<file path="src/rtl/ocp_multi_monitor.sv">
// Multi-channel over-current monitor: per-channel debounce filter, fault latch with
// optional timed auto-retry, saturating trip counters and first-fault capture.
module ocp_multi_monitor #(
    parameter int CH_NUM   = 8,
    parameter int FILT_W   = 4,
    parameter int CNT_W    = 8,
    parameter int CH_IDX_W = (CH_NUM > 1) ? $clog2(CH_NUM) : 1
) (
    input  logic                    CLK_10MHz,
    input  logic                    RESET,
    input  logic [CH_NUM-1:0]       EN,
    input  logic [CH_NUM-1:0]       OCP_IN,
    input  logic [CH_NUM-1:0]       OCP_CLEAR,
    input  logic [FILT_W-1:0]       FILT_LEN,
    input  logic                    AUTO_RETRY,
    input  logic [15:0]             RETRY_DLY,
    input  logic                    CNT_CLEAR,
    output logic [CH_NUM-1:0]       OCP_RESULT,
    output logic                    OCP_ANY,
    output logic [CH_IDX_W-1:0]     FIRST_CH,
    output logic                    FIRST_VALID,
    output logic [CH_NUM*CNT_W-1:0] TRIP_CNT
);
    typedef enum logic [1:0] {IDLE = 2'd0, ARMED = 2'd1, TRIPPED = 2'd2} state_t;

    localparam logic [FILT_W-1:0] FILT_MAX = '1;
    localparam logic [CNT_W-1:0]  CNT_MAX  = '1;

    logic [FILT_W:0]       filt_eff;
    logic [16:0]           dly_eff;
    logic [CH_NUM-1:0]     result_vec;
    logic [CH_NUM-1:0]     trip_vec;
    logic [CH_IDX_W-1:0]   first_idx;
    logic [CH_IDX_W-1:0]   first_ch_reg;
    logic                  first_valid_reg;

    // A programmed length or delay of zero behaves as one.
    assign filt_eff = (FILT_LEN == '0) ? (FILT_W+1)'(1) : {1'b0, FILT_LEN};
    assign dly_eff  = (RETRY_DLY == 16'd0) ? 17'd1 : {1'b0, RETRY_DLY};

    genvar gi;
    generate
        for (gi = 0; gi < CH_NUM; gi++) begin : g_ch
            state_t            state_reg, state_next;
            logic [FILT_W-1:0] filt_cnt_reg, filt_cnt_next;
            logic [15:0]       hold_reg, hold_next;
            logic [CNT_W-1:0]  trip_cnt_reg, trip_cnt_next;
            logic              result_reg;
            logic              sample_hit, hold_done, trip;

            assign sample_hit = ({1'b0, filt_cnt_reg} + (FILT_W+1)'(1)) >= filt_eff;
            assign hold_done  = ({1'b0, hold_reg} + 17'd1) >= dly_eff;

            always_ff @(posedge CLK_10MHz) begin
                if (RESET) begin
                    state_reg    <= IDLE;
                    filt_cnt_reg <= '0;
                    hold_reg     <= '0;
                    trip_cnt_reg <= '0;
                    result_reg   <= 1'b0;
                end else begin
                    state_reg    <= state_next;
                    filt_cnt_reg <= filt_cnt_next;
                    hold_reg     <= hold_next;
                    trip_cnt_reg <= trip_cnt_next;
                    result_reg   <= (state_next == TRIPPED);
                end
            end

            // Clear beats a trip-completing sample; EN alone never releases a latched trip.
            always_comb begin
                state_next = state_reg;
                case (state_reg)
                    IDLE:    if (EN[gi]) state_next = ARMED;
                    ARMED: begin
                        if (!EN[gi])
                            state_next = IDLE;
                        else if (!OCP_CLEAR[gi] && OCP_IN[gi] && sample_hit)
                            state_next = TRIPPED;
                    end
                    TRIPPED: begin
                        if (OCP_CLEAR[gi] || (AUTO_RETRY && hold_done))
                            state_next = EN[gi] ? ARMED : IDLE;
                    end
                    default: state_next = IDLE;
                endcase
            end

            always_comb begin
                trip          = (state_reg == ARMED) && (state_next == TRIPPED);
                filt_cnt_next = '0;
                hold_next     = '0;
                trip_cnt_next = trip_cnt_reg;
                if (state_reg == ARMED && state_next == ARMED && OCP_IN[gi] && !OCP_CLEAR[gi])
                    filt_cnt_next = (filt_cnt_reg == FILT_MAX) ? FILT_MAX : filt_cnt_reg + 1'b1;
                if (state_reg == TRIPPED && state_next == TRIPPED)
                    hold_next = AUTO_RETRY ? hold_reg + 16'd1 : hold_reg;
                if (CNT_CLEAR)
                    trip_cnt_next = trip ? CNT_W'(1) : '0;
                else if (trip && trip_cnt_reg != CNT_MAX)
                    trip_cnt_next = trip_cnt_reg + 1'b1;
            end

            assign result_vec[gi] = result_reg;
            assign trip_vec[gi]   = trip;
            assign TRIP_CNT[gi*CNT_W +: CNT_W] = trip_cnt_reg;
        end
    endgenerate

    always_comb begin
        first_idx = '0;
        for (int i = CH_NUM - 1; i >= 0; i--)
            if (trip_vec[i]) first_idx = CH_IDX_W'(i);
    end

    // A new episode starts only from an all-clear state; capture holds until it ends.
    always_ff @(posedge CLK_10MHz) begin
        if (RESET) begin
            first_ch_reg    <= '0;
            first_valid_reg <= 1'b0;
        end else if (!(|result_vec)) begin
            if (|trip_vec) begin
                first_ch_reg    <= first_idx;
                first_valid_reg <= 1'b1;
            end else begin
                first_valid_reg <= 1'b0;
            end
        end
    end

    assign OCP_RESULT  = result_vec;
    assign OCP_ANY     = |result_vec;
    assign FIRST_CH    = first_ch_reg;
    assign FIRST_VALID = first_valid_reg;
endmodule

</file>
<file path="config.mk">
export PLATFORM = sky130hd
export DESIGN_NAME = ocp_multi_monitor
export DESIGN_NICKNAME = d
export VERILOG_FILES = /design/src/rtl/ocp_multi_monitor.sv
export SDC_FILE = /design/constraint.sdc
export NUM_CORES = 1
export LEC_CHECK = 0
export CAP_MARGIN = 20
export CELL_PAD_IN_SITES_DETAIL_PLACEMENT = 0
export CELL_PAD_IN_SITES_GLOBAL_PLACEMENT = 2
export CORE_UTILIZATION = 38
export CTS_BUF_LIST = sky130_fd_sc_hd__clkbuf_2
export DETAILED_ROUTE_END_ITERATION = 7
export HOLD_SLACK_MARGIN = 0.12
export PLACE_DENSITY_LB_ADDON = 0.1
export SLEW_MARGIN = 10
export SYNTH_ARGS = -nofsm -noshare
export SYNTH_HDL_FRONTEND = slang
export SYNTH_SLANG_ARGS = --single-unit
export TNS_END_PERCENT = 50
</file>
<file path="constraint.sdc">
create_clock -name CLK_10MHz -period 5.1 [get_ports CLK_10MHz]
set_clock_uncertainty 0.2 [all_clocks]
set_input_delay 1.02 -clock CLK_10MHz [delete_from_list [all_inputs] [get_ports CLK_10MHz]]
set_output_delay 1.02 -clock CLK_10MHz [all_outputs]
set_load 0.005 [all_outputs]
</file>
==> run_results.csv, run 1 <==
group,metric,value,unit
yosys,synth-compound-area-share,11.2,%
yosys,synth_fa_ha_area_share,13.4,%
yosys,syn-cell-area,0.0167,mm2
yosys,netlist_top_cells_count,"nor2_1 (280), dfxtp_1 (252), xor2_1 (195)",
floorplanning,start_util,38.7,%
finish,nets,2352,
outcome,status,"finished, final reports clean",
floorplanning,core_area,0.0433,mm2
placement,dp_hpwl,34200,um
sta,min_period,4.27,ns
power_and_ir_drop,leakage,8.05,nW
sta,relSlewSlack,24.9,%
sta,fmax,234,MHz
detailed_routing,wirelength,47000,um
yosys,synth_flop_cell,"dfxtp_1",
floorplanning,die_h,212,um
yosys,synth_simple_gate_area_share,25.6,%
yosys,yosysWarnings,0,
finish,syn2layout_area_growth,14.8,%
yosys,yosysMostFrequentCell,"nor2_1",
sta,hold_viol_final,0,
yosys,synth_fp_nets,2205,
clocking,cts-root-buf,"clkbuf_2",
clocking,insertion_delay,1.00,ns
sta,rsz0062_at_grt,"no",
critical_path,startpoint,"g_ch[6].hold_reg[0]",
grt,grt.total_usage,21.5,%
finish,drive_above_1_share,9.11,%
detailed_routing,ant_nets,0,
yosys,muxShareOfSynthArea,1.02,%
grt,grt_start_max_net_pins,50,
placement,gp_congestion,0.789,
yosys,synth_cell_types,96,
critical_path,rrSetupSlack,0.83,ns
yosys,synth_top_family_by_area,"simple AND/OR/NAND/NOR gates",
critical_path,start_kind,"flop",
floorplanning,dieArea,0.0449,mm2
finish,fill_cells,4443,
clocking,htreeDepth,3,
floorplanning,die_w,212,um
detailed_routing,num_vias,14500,
floorplanning,row_count,76,
grt,antenna_found_initial,4,
yosys,syn_inst,1978,
power_and_ir_drop,p_per_area,201,mW/mm2
finish,final_area,0.0192,mm2
yosys,synthXorXnorAreaFrac,15.2,%
detailed_routing,first_iter_violations,647,
power_and_ir_drop,power,3.86,mW
yosys,ys_async_sr_fraction,0,%
floorplanning,io_pins,125,
yosys,synth_edf_count,0,
yosys,synth_top_area_share,30.2,%
clocking,tritoncts,"done",
detailed_routing,viasPerCell,5.23,
placement,post_dp_cell_area,0.0185,mm2
sta,slew_violations,0,
sta,worst_slew_pin_slew,1.12,ns
clocking,cts_buffers,78,
yosys,seq_area_frac_synth,30.2,%
critical_path,rr_endpoint,"g_ch[6].hold_reg[5]",
min_path,holdPathStages,2,
clocking,cts_setup_buffers,0,
min_path,hold_class,"primary input to flop",
finish,largest_reg_flops,128,
clocking,postCtsResizedCells,0,
clocking,cts.sinks,252,
sta,holdWs,0.268,ns
detailed_routing,first_pass_iters,7,
critical_path,rr_startpoint,"g_ch[6].hold_reg[0]",
critical_path,critical_path_class,"flop to flop",
critical_path,cp.arrival,4.89,ns
yosys,synth_area_leaders,"dfxtp_1 (30%), ha_1 (13%), xor2_1 (10%)",
sta,fin_tns_setup,0,ns
detailed_routing,drc,0,
clocking,cts_hold_buf,0,
yosys,yosysTopAreaCell,"dfxtp_1",
critical_path,critPathMaxFanout,16,
sta,layout_worst_path_cycle_share,83.7,%
grt,grt_pass1_vias,14300,
yosys,synth-seq-cells,252,
grt,grt_overflow_total,0,
min_path,hold_end,"g_ch[4].result_reg",
critical_path,crit_required,5.72,ns
power_and_ir_drop,peakVddDrop,143,uV
yosys,syn_avg_cell_area,8.46,um2
min_path,min_from,"AUTO_RETRY",
clocking,clock_path_buffers,3,
sta,setup_viol,0,
job,cap_violations,0,
critical_path,rr_worst_depth,12,
critical_path,crit_path_end_kind,"flop",
grt,grt_pass1_wl,75700,um
clocking,clk_pin_slew,0.10,ns
detailed_routing,wl_per_cell,17.0,um
finish,fin_cells,2772,
placement,placed_cells,2630,
placement,portBuffers,124,
logic make-up (layout without fill, tap and decap cells):
logic type / Yosys count / after routing
XOR/XNOR: 290 / 290
adder cells (fa/ha/maj): 180 / 180
flip-flops: 252 / 252
AO/OA/AOI/OAI: 260 / 260
multiplexers: 17 / 17
other: 0 / 2
buffers and inverters: 124 / 331
AND/OR/NAND/NOR: 855 / 855
stage by stage:
stage               worst slack (ns)  util (%)
finish                         0.829      44.4
global route                   0.497      44.4
CTS                            0.854      44.4
detailed placement             0.368      42.7
global placement               0.393      42.7
floorplan                       1.54         -
where the power goes:
part	total [mW]	internal (mW)	switching, mW
sequential	1.98	1.97	0.00548
combinational	0.260	0.0997	0.161
clock	1.62	0.643	0.978
worst max path at each step:
stage / end / slack (ns)
2_1_floorplan: g_ch[7].hold_reg[10] / 1.54
3_3_place_gp: g_ch[2].hold_reg[3] / 0.39
3_5_place_dp: g_ch[2].hold_reg[10] / 0.37
4_1_cts: g_ch[6].hold_reg[5] / 0.85
5_1_grt: g_ch[6].hold_reg[3] / 0.50
6_report: g_ch[6].hold_reg[5] / 0.83
worst max-delay path, stage by stage (launching register included):
cell and delay, ns:
dfxtp_1 0.47, nand3_1 0.18, nor4_1 0.65, and3_1 0.36, nand3_1 0.14, xnor2_1 0.17
ha_1 0.29, nand2_1 0.07, nor4_1 0.45, a21o_1 0.23, nor3_2 0.07, a211oi_4 0.69
nor2_1 0.11
cell usage in the layout (no fill, tap or decap), types with 9 or more instances in the layout:
cell type,synthesis,layout
nor2b_1,9,9
xor2_1,195,195
and4_1,16,16
nand2_1,177,177
buf_4,11,28
a21oi_1,78,78
ha_1,179,179
a211oi_1,10,10
clkinv_1,0,22
dfxtp_1,252,252
xnor2_1,95,95
clkdlybuf4s50_1,0,122
a21o_1,23,23
nor2_1,280,280
nand2b_1,9,9
and3_1,49,49
mux2i_1,17,17
nor3b_1,11,11
nor4_1,18,18
inv_1,40,40
nor3_1,51,51
nand3_1,89,89
o21ai_0,43,43
clkbuf_2,3,110
nand4_1,73,73
final cells by class:
| class | count | area (um2) | area share [%] |
|---|---|---|---|
| clock buffers | 110 | 551 | 2.87 |
| diodes | 2 | 5.00 | 0.0261 |
| clock inverters | 30 | 160 | 0.834 |
| repair buffers | 151 | 1440 | 7.48 |
| well taps | 585 | 732 | 3.81 |
| multi-input cells | 1602 | 11100 | 57.9 |
| inverters | 40 | 150 | 0.782 |
| flip-flops and latches | 252 | 5040 | 26.3 |
metal layers:
layer	vias up	track usage, %	part of all wire [%]
met4	2	6.80	2.3
met3	84	6.30	6.5
met5	-	0	0.036
met2	296	33.8	44
met1	6763	28.1	47
li1	7351	-	-
Power figures use the tool's default switching activity.
==> run 2: changes to the inputs <==
Clock period 5.1 ns to 4.1 ns, I/O delays scaled along.
==> run 2 against run 1 <==
Effect of this change: clock power up 23%; hold slack better by 0.022 ns; register-to-register slack worse by 0.53 ns; routed wire length up 1.7%; critical path depth up 2; total power up 24%; fmax up 12%; sequential cell count unchanged; core utilization up 0.78 points; sequential power up 24%; non-clock buffer count up 36; critical endpoint is now g_ch[5].hold_reg[4]; highest routed layer unchanged.
==> run_results.csv, run 2 (synthesis results as in run 1) <==
group,metric,value,unit
outcome,status,"finished, final reports clean",
min_path,min_from,"g_ch[6].state_reg[0]",
critical_path,rrSetupSlack,0.30,ns
critical_path,cp_slowest_stage_delay,0.40,ns
clocking,insertion_delay,1.02,ns
grt,antenna_found_initial,8,
floorplanning,start_util,38.7,%
floorplanning,io_pins,125,
sta,final.setup.worst_slack,0.297,ns
detailed_routing,wl_met2,21300,um
placement,place_ws,-0.0351,ns
placement,dp_hpwl,34800,um
critical_path,rr_worst_depth,14,
clocking,cts_buffers,80,
min_path,holdPathStages,1,
critical_path,crit_required,4.78,ns
power_and_ir_drop,power,4.79,mW
sta,holdWs,0.291,ns
sta,slew_violations,0,
floorplanning,die_w,212,um
finish,finish.utilization,45.2,%
critical_path,crit_slowest_cell,"dfxtp_1",
critical_path,rr_endpoint,"g_ch[5].hold_reg[4]",
sta,rsz0062_at_grt,"no",
detailed_routing,wirelength,47900,um
power_and_ir_drop,seqPwrFrac,51.3,%
clocking,clock_path_buffers,3,
detailed_routing,highest_layer,"met5",
finish,final_common_cell,"nor2_1",
clocking,tritoncts,"done",
floorplanning,row_count,76,
sta,layout_worst_path_cycle_share,92.8,%
detailed_routing,wl_met1,22800,um
job,cap_violations,0,
grt,grt.total_usage,21.6,%
detailed_routing,first_iter_violations,622,
power_and_ir_drop,p_sw,1.42,mW
sta,setup_viol,0,
floorplanning,core_area,0.0433,mm2
grt,grt_pass1_vias,14000,
detailed_routing,num_vias,14600,
detailed_routing,first_pass_iters,4,
finish,final_area,0.0195,mm2
power_and_ir_drop,leakage,8.24,nW
min_path,hold_end,"g_ch[6].state_reg[0]",
finish,layout_common_cells,"nor2_1 (280), dfxtp_1 (252), xor2_1 (195)",
placement,post_dp_cell_area,0.0188,mm2
grt,grt_pass1_wl,75900,um
clocking,cts-root-buf,"clkbuf_2",
detailed_routing,wl_met3,2730,um
clocking,htreeDepth,3,
power_and_ir_drop,p_int,3.37,mW
critical_path,rr_startpoint,"g_ch[5].hold_reg[0]",
finish,drive_above_1_share,10.4,%
sta,fmax,263,MHz
clocking,cts.sinks,252,
sta,relSlewSlack,36.6,%
power_and_ir_drop,switching_share,29.6,%
finish,syn2layout_area_growth,16.8,%
critical_path,crit_path_end_kind,"flop",
critical_path,critPathMaxFanout,16,
detailed_routing,drc,0,
power_and_ir_drop,peakVddDrop,180,uV
critical_path,path_cells,"ha_1, nand3_1, nor3_2, and4_1, nand3_1, xnor2_1, ha_1, nand4_1, nor4_1, nand4_1, and4b_1, a21oi_2, buf_12, nor2_1",
detailed_routing,ant_nets,0,
grt,grt_overflow_total,0,
power_and_ir_drop,p_per_area,245,mW/mm2
finish,nets,2390,
floorplanning,dieArea,0.0449,mm2
critical_path,cp.arrival,4.48,ns
sta,min_period,3.80,ns
finish,largest_reg_flops,128,
power_and_ir_drop,combPwrFrac,7.0,%
critical_path,start_kind,"flop",
power_and_ir_drop,clkPwrFrac,41.6,%
min_path,hold_class,"flop to flop",
detailed_routing,wl_per_cell,17.0,um
placement,portBuffers,124,
critical_path,critical_path_class,"flop to flop",
sta,hold_viol_final,0,
placement,gp_congestion,0.824,
clocking,clk_pin_slew,0.11,ns
floorplanning,die_h,212,um
detailed_routing,viasPerCell,5.21,
grt,grt_start_max_net_pins,57,
sta,worst_slew_pin_slew,0.943,ns
-- run 2: cell types whose count changed in the layout (fill, tap and decap cells not counted), sizes merged --
cell	change
buf	+32
diode	+5
clkinv	-5
inv	+2
dlygate4sd3	+4
clkbuf	-1
-- run 2: final cells by class --
class,instances,area [um2]
fill,4392,23700
multi-input combinational,1602,11100
sequential,252,5040
timing repair buffer,187,1780
tap,585,732
clock buffer,109,546
inverter,40,150
clock inverter,27,143
antenna,7,17.5
-- run 2: worst max-delay path by stage --
stage,slack [ns],start,cells after the start,to
2_1_floorplan,0.54,g_ch[7].hold_reg[0],14,g_ch[7].hold_reg[10]
3_3_place_gp,-0.01,RETRY_DLY[1],10,g_ch[1].result_reg
3_5_place_dp,-0.04,RETRY_DLY[1],11,g_ch[4].hold_reg[1]
4_1_cts,0.21,g_ch[1].result_reg,4,OCP_ANY
5_1_grt,0.03,g_ch[4].hold_reg[0],14,g_ch[4].hold_reg[10]
6_report,0.30,g_ch[5].hold_reg[0],14,g_ch[5].hold_reg[4]
-- run 2: worst max-delay path, delay by kind of cell, from the launching register on --
kind / cells / cell delay, ns
buffers and inverters: 1 / 0.18
AND/OR/NAND/NOR: 9 / 1.95
AO/OA/AOI/OAI: 1 / 0.23
flip-flops: 1 / 0.40
adder cells (fa/ha/maj): 2 / 0.57
XOR/XNOR: 1 / 0.17
-- run 2: power by group through the flow --
stage | clock, mW | combinational, mW | sequential (mW)
after floorplan | 0 | 0.172 | 2.51
after global placement | 0 | 0.333 | 2.52
after detailed placement | 0 | 0.338 | 2.52
after CTS | 2.12 | 0.343 | 2.46
after global routing | 2.25 | 0.373 | 2.46
final | 2.00 | 0.337 | 2.46
-- run 2: metrics by stage --
stage / TNS [ns] / cells
floorplan: 0 / 1978
global placement: -0.0141 / 2662
detailed placement: -0.165 / 2662
CTS: 0 / 2802
global route: 0 / 2807
finish: 0 / 2809
-- run 2: per-layer routing --
metal  track usage [%]  up-vias
li1                  -     7433
met1              28.6     6815
met2              34.1      299
met3              5.90       75
met4              6.32        4
met5                 0        -
-- run 2: what timing repair did --
item,4_1_cts,5_1_grt
endpoints found under the setup margin,0,12
endpoints found under the hold margin,19,0
gates resized for setup,0,1
setup buffers,0,0
hold buffers,4,0
